File: src/rtl/chaining_scoreboard.sv
// Chaining scoreboard: tracks up to ENTRIES in-flight vector writers and
// answers, per read port, whether a reader may consume a vreg without a RAW
// hazard against an older writer that has not yet finished that register.
module chaining_scoreboard #(
  parameter int ENTRIES = 4,
  parameter int NREAD   = 2,
  parameter int REGW    = 5,
  parameter int IDXW    = 3,
  parameter int MASKW   = 8
) (
  input  logic                          clock,
  input  logic                          reset,
  input  logic                          enq_valid,
  output logic                          enq_ready,
  input  logic                          enq_vd_valid,
  input  logic [REGW-1:0]               enq_vd,
  input  logic [IDXW-1:0]               enq_instIndex,
  input  logic [MASKW-1:0]              enq_elementMask,
  input  logic                          update_valid,
  input  logic [IDXW-1:0]               update_instIndex,
  input  logic [$clog2(MASKW)-1:0]      update_offset,
  input  logic                          release_valid,
  input  logic [IDXW-1:0]               release_instIndex,
  input  logic [NREAD*REGW-1:0]         read_vs,
  input  logic [NREAD*IDXW-1:0]         read_instructionIndex,
  output logic [NREAD-1:0]              checkResult,
  output logic [$clog2(ENTRIES):0]      occupancy,
  output logic                          full
);

  localparam int OFFW = $clog2(MASKW);
  localparam int OCCW = $clog2(ENTRIES) + 1;

  typedef struct packed {
    logic             valid;
    logic             vd_valid;
    logic [REGW-1:0]  vd;
    logic [IDXW-1:0]  idx;
    logic [MASKW-1:0] mask;
  } slot_t;

  slot_t slots [ENTRIES];

  logic [ENTRIES-1:0] valid_vec;
  logic [ENTRIES-1:0] alloc_oh;
  logic [ENTRIES-1:0] rel_hit;
  logic [ENTRIES-1:0] upd_hit;
  logic [OCCW-1:0]    rel_count;
  logic [MASKW-1:0]   enq_mask_merged;
  logic               alloc;
  logic               found;

  // True when this slot holds a write the reader must wait for.
  function automatic logic slot_conflict(input slot_t s,
                                         input logic [REGW-1:0] rd_vs,
                                         input logic [IDXW-1:0] rd_idx);
    logic            same;
    logic            older;
    logic            in_win;
    logic            hit;
    logic [REGW-1:0] off;
    same   = (rd_idx == s.idx);
    // Age compare on the low bits, flipped when the wrap bits differ.
    older  = same | ((rd_idx[IDXW-2:0] < s.idx[IDXW-2:0]) ^ rd_idx[IDXW-1] ^ s.idx[IDXW-1]);
    // Modular subtraction lets the register group wrap past the last vreg.
    off    = rd_vs - s.vd;
    in_win = ({1'b0, off} < (REGW+1)'(MASKW));
    hit    = s.vd_valid & in_win & ~s.mask[off[OFFW-1:0]];
    return s.valid & hit & ~older & ~same;
  endfunction

  // Per-slot match vectors for release/update and the release count.
  always_comb begin
    // NOTE: every always_comb output gets a default first so no path can infer a latch.
    valid_vec = '0;
    rel_hit   = '0;
    upd_hit   = '0;
    rel_count = '0;
    for (int e = 0; e < ENTRIES; e++) begin
      valid_vec[e] = slots[e].valid;
      rel_hit[e]   = release_valid & slots[e].valid & (slots[e].idx == release_instIndex);
      upd_hit[e]   = update_valid  & slots[e].valid & (slots[e].idx == update_instIndex);
      if (rel_hit[e]) rel_count = rel_count + OCCW'(1);
    end
  end

  // Lowest-numbered free slot, one-hot, gated by an accepted allocate.
  always_comb begin
    alloc_oh = '0;
    found    = 1'b0;
    for (int e = 0; e < ENTRIES; e++) begin
      if (!valid_vec[e] && !found) begin
        alloc_oh[e] = alloc;
        found       = 1'b1;
      end
    end
  end

  // Capacity is judged on registered state only; releases free a slot next cycle.
  assign enq_ready = ~&valid_vec;
  assign alloc     = enq_valid & enq_ready;
  assign full      = (occupancy == OCCW'(ENTRIES));

  // A writeback for the writer being allocated right now folds into its initial mask.
  assign enq_mask_merged = enq_elementMask |
    ((update_valid && (update_instIndex == enq_instIndex)) ? (MASKW'(1) << update_offset) : '0);

  // Slot storage: allocate, then release (wins over update), then mask update.
  always_ff @(posedge clock) begin
    for (int e = 0; e < ENTRIES; e++) begin
      // NOTE: only the valid bits are reset; record payload is don't-care while invalid,
      // so the data fields stay reset-free.
      if (reset) begin
        slots[e].valid <= 1'b0;
      end else if (alloc_oh[e]) begin
        // NOTE: state is always written with non-blocking assignments so every slot
        // sees the pre-edge values of the shared match vectors.
        slots[e] <= {1'b1, enq_vd_valid, enq_vd, enq_instIndex, enq_mask_merged};
      end else if (rel_hit[e]) begin
        slots[e].valid <= 1'b0;
      end else if (upd_hit[e]) begin
        slots[e].mask[update_offset] <= 1'b1;
      end
    end
  end

  // Occupancy counter: plus one for an accepted allocate, minus every released slot.
  always_ff @(posedge clock) begin
    if (reset) begin
      occupancy <= '0;
    end else begin
      occupancy <= occupancy + OCCW'(alloc) - rel_count;
    end
  end

  // Read-port hazard check against registered slot state only.
  always_comb begin
    checkResult = '1;
    for (int p = 0; p < NREAD; p++) begin
      for (int e = 0; e < ENTRIES; e++) begin
        if (slot_conflict(slots[e], read_vs[p*REGW +: REGW],
                          read_instructionIndex[p*IDXW +: IDXW])) begin
          checkResult[p] = 1'b0;
        end
      end
    end
  end

endmodule

File: config.mk
export PLATFORM = sky130hd
export DESIGN_NAME = chaining_scoreboard
export DESIGN_NICKNAME = d
export VERILOG_FILES = /design/src/rtl/chaining_scoreboard.sv
export SDC_FILE = /design/constraint.sdc
export NUM_CORES = 1
export LEC_CHECK = 0
export ABC_AREA = 1
export ABC_CLOCK_PERIOD_IN_PS = 2850
export BUFFER_PORTS_ARGS = -buffer_cell sky130_fd_sc_hd__buf_2
export CORE_MARGIN = 1.5
export CORE_UTILIZATION = 35
export DETAILED_ROUTE_END_ITERATION = 12
export PLACE_DENSITY = 0.5
export SLEW_MARGIN = 30
export SYNTH_ARGS = -nofsm -noshare
export SYNTH_HDL_FRONTEND = slang
export SYNTH_SLANG_ARGS = --single-unit
File: constraint.sdc
create_clock -name clock -period 2.85 [get_ports clock]
set_input_delay 0.285 -clock clock [delete_from_list [all_inputs] [get_ports clock]]
set_output_delay 0.285 -clock clock [all_outputs]
set_load 0.005 [all_outputs]
==> flow_metrics.env <==
export IMPL_critPathKind="reg -> reg"
export IMPL_max_cap_viol_count=0
export IMPL_mappedNetlistArea_um2=6320
export IMPL_die_h_um=137
export IMPL_clkLatencyLatePin_ps=350
export IMPL_fillers=1819
export IMPL_p_sw_share_pct=29.7
export IMPL_p_int_mw=2.17
export IMPL_proportion_of_layout_cells_with_a_drive_suffix_above_1_pct=15.4
export IMPL_floorplan_initialDensity_pct=36.1
export IMPL_tightestPinTransition_ps=673
export IMPL_synthMostInstantiatedCell="nand2_1"
export IMPL_cp_required_ps=3140
export IMPL_seq_area_frac_synth_pct=35.2
export IMPL_cts_root_to_sink_buffers=2
export IMPL_boundary_pin_count=54
export IMPL_synthesized_netlist_net_count=949
export IMPL_power_combinational_fraction_pct=21.6
export IMPL_net_switching_power_mw=0.917
export IMPL_num_rows=48
export IMPL_drt_first_pass_iters=5
export IMPL_htree_num_levels=3
export IMPL_final_cell_count_no_fill=1152
export IMPL_synth_ff_latch_count=75
export IMPL_worst_hold_startpoint="enq_vd[4]"
export IMPL_finalWorstPathRequiredPeriod_ps=2850
export IMPL_worst_path_arrival_ps=3140
export IMPL_design_die_area_um2=18900
export IMPL_irDropWorstVdd_mv=0.295
export IMPL_overflow=0
export IMPL_timing_final_hold_violations=0
export IMPL_first_global_vias=5037
export IMPL_grt_pass1_wl_um=26900
export IMPL_insertedDiodeCount=0
export IMPL_power_density_nw_per_um2=417
export IMPL_placed_cells=1135
export IMPL_place_port_buffers=53
export IMPL_fmax_mhz=351
export IMPL_gp_routability_congestion=0.804
export IMPL_clock_sink_total=75
export IMPL_synth_cells=839
export IMPL_dp_worst_setup_slack_ps=-75.7
export IMPL_pin_count_of_the_biggest_net_entering_global_routing=17
export IMPL_worstReg2RegStart="slots[0][8]"
export IMPL_worst_path_largest_cell_delay_ps=400
export IMPL_grt_setup_unrepaired="true"
export IMPL_cts_tree="done"
export IMPL_chain_of_cells_forming_the_critical_path="inv_2 -> o22ai_2 -> nor2_1 -> nand3_2 -> ha_4 -> xnor2_4 -> buf_6 -> xnor2_2 -> ha_1 -> inv_2 -> ha_4 -> fa_2 -> inv_2 -> nand4_1 -> nand2_1 -> inv_2 -> nand2_2 -> nand2_2 -> nor2_1"
export IMPL_worst_path_most_repeated_cell="inv_2"
export IMPL_worst_setup_ep_type="flip-flop"
export IMPL_synthesis_area_per_instance_um2=7.53
export IMPL_chipWidth_um=137
export IMPL_slew_violations=0
export IMPL_asr_flop_ratio_synth_pct=0
export IMPL_layout_nets=1032
export IMPL_seq_area_um2=2220
export IMPL_post_synth_most_frequent_cells="275 x nand2_1, 134 x inv_1, 85 x nand3_1"
export IMPL_yosysTopAreaCellShare_pct=34.2
export IMPL_cts_reportedPaths_clkPinSlew_ps=70
export IMPL_wire_per_inst_um=14.8
export IMPL_grt_antenna_before_repair=0
export IMPL_crit_path_max_fanout=3
export IMPL_detail_route_vias_per_cell=4.65
export IMPL_power_frac_clock_pct=37.3
export IMPL_cts_inserted_buffers=9
export IMPL_seqPwrFrac_pct=41.1
export IMPL_grt_total_usage_pct=19.4
export IMPL_ys_dominant_reg_cell="edfxtp_1"
export IMPL_multiInputGateArea_um2=3610
export IMPL_timing_critical_path_buf_inv=5
export IMPL_post_dp_hpwl_um=14000
export IMPL_synth_edf_count=72
export IMPL_post_route_period_util_pct=99.9
export IMPL_drtIter0Drc=298
export IMPL_detail_route_wirelength_um=17000
export IMPL_power_leakage_nw=3.73
export IMPL_startpoint="slots[0][8]"
export IMPL_ant_nets=0
export IMPL_synthToLayoutAreaGrowth_pct=17.3
export IMPL_relSlewSlack_pct=55.0
export IMPL_core_area_um2=17500
export IMPL_cts_root_buffer_cell="clkbuf_16"
export IMPL_finalClockSkew_ps=9.95
export IMPL_cts_hold_repair_buffers=0
export IMPL_run_status="completed"
export IMPL_post_synth_num_cell_types=38
export IMPL_synth_top_cells_by_area="edfxtp_1 34%, nand2_1 16%, ha_1 11%"
export IMPL_cp_top_family="adder cells"
export IMPL_synth_largest_area_cell="edfxtp_1"
export IMPL_detailroute_via_count=5360
export IMPL_finish_utilization_pct=42.4
export IMPL_critPathLaunchType="flip-flop"
export IMPL_setup_violations_final=0
export IMPL_hold_path_class="in -> reg"
export IMPL_cpMaxStageDelayCell="edfxtp_1"
export IMPL_synthesis_yosys_warnings=0
export IMPL_fin_ws_ps=2.70
export IMPL_remaining_drc_errors=0
cells in the final DEF, fill, tap and decap left out, types with 2 or more instances in the layout:
| master | count |
|---|---|
| nand2_1 | 273 |
| inv_1 | 126 |
| nand3_1 | 84 |
| edfxtp_1 | 72 |
| nor2_1 | 54 |
| buf_2 | 53 |
| ha_1 | 50 |
| buf_4 | 25 |
| a21oi_1 | 23 |
| xor2_1 | 19 |
| o21ai_0 | 17 |
| inv_2 | 14 |
| xnor2_1 | 13 |
| nand4_1 | 10 |
| o21bai_1 | 9 |
| clkbuf_16 | 9 |
| nor3_1 | 8 |
| fa_1 | 6 |
| o21ai_1 | 5 |
| nor3_2 | 5 |
| nand2_2 | 4 |
| xnor2_2 | 3 |
| nand3_2 | 3 |
| nor3b_1 | 3 |
| a21o_1 | 3 |
| fa_2 | 3 |
| ha_4 | 3 |
| clkbuf_8 | 3 |
| dfxtp_1 | 3 |
| nor2_4 | 2 |
| nor2_2 | 2 |
| nand2_4 | 2 |
| nand3b_1 | 2 |
| inv_6 | 2 |
| buf_6 | 2 |
path summary, 6_finish.rpt:
| check | to | slack [ps] | cells past startpoint |
|---|---|---|---|
| worst max-delay path | occupancy[2] | 3 | 19 |
| worst min-delay path | slots[1][15] | 180 | 1 |
| worst max register to register | occupancy[2] | 3 | 19 |
| worst min register to register | occupancy[0] | 670 | 3 |
flip-flops by register name, indices dropped and copies added, names as in the netlist:
register and flops:
slots 72, occupancy 3
through the flow:
step | instance area [µm²] | setup TNS (ps) | hold slack (ps) | total power, mW
6_report | 7410 | 0 | 175 | 3.09
2_1_floorplan | 6320 | 0 | 384 | 1.72
3_3_place_gp | 7000 | -87.0 | 519 | 1.94
5_1_grt | 7410 | -180 | 163 | 3.25
3_5_place_dp | 7000 | -75.7 | 518 | 1.94
4_1_cts | 7350 | 0 | 160 | 3.10
per-layer routing:
metal / wire length [µm] / up-vias / part of all wire (%) / GRT usage, %
li1: - / 2871 / - / -
met1: 8560 / 2363 / 50 / 27.2
met2: 7520 / 106 / 44 / 30.5
met3: 598 / 20 / 3.5 / 3.72
met4: 348 / 0 / 2.0 / 5.32
met5: 0 / - / 0 / 0
area by class of cell:
class	count	area share (%)
well taps	225	3.80
clock buffers	12	3.60
clock inverters	4	0.405
inverters	140	7.09
multi-input cells	616	48.7
repair buffers	80	6.42
flip-flops and latches	75	30.0
worst reg2reg max path: cells and delay by family, from the launching register on:
kind | cells | cell delay, ps
simple gates | 7 | 600
compound gates | 1 | 70
buf+inv | 5 | 350
flops | 1 | 400
xor+xnor | 2 | 250
fa+ha+maj | 4 | 1130
cell families (layout without fill, tap and decap cells):
family,count (synthesis),after routing,share of synthesized area (%)
AO/OA/AOI/OAI,60,60,5.33
XOR/XNOR,36,36,5.11
adder cells (fa/ha/maj),63,63,13.5
buffers and inverters,148,236,9.29
flip-flops,75,75,35.2
multiplexers,1,1,0.158
AND/OR/NAND/NOR,456,456,31.4
repair_timing:
item | 4_1_cts | 5_1_grt
pin swaps | 3 | 9
endpoints found under the setup margin | 1 | 3
buffers inserted | 1 | 0
gates resized for setup | 9 | 19
power by group through the flow:
stage | sequential (mW) | combinational [mW] | clock (mW)
after floorplan | 1.29 | 0.428 | 0
after CTS | 1.27 | 0.660 | 1.17
after global placement | 1.29 | 0.649 | 0
after global routing | 1.27 | 0.766 | 1.21
final | 1.27 | 0.668 | 1.15
after detailed placement | 1.29 | 0.649 | 0
(Power assumes the default switching activity.)
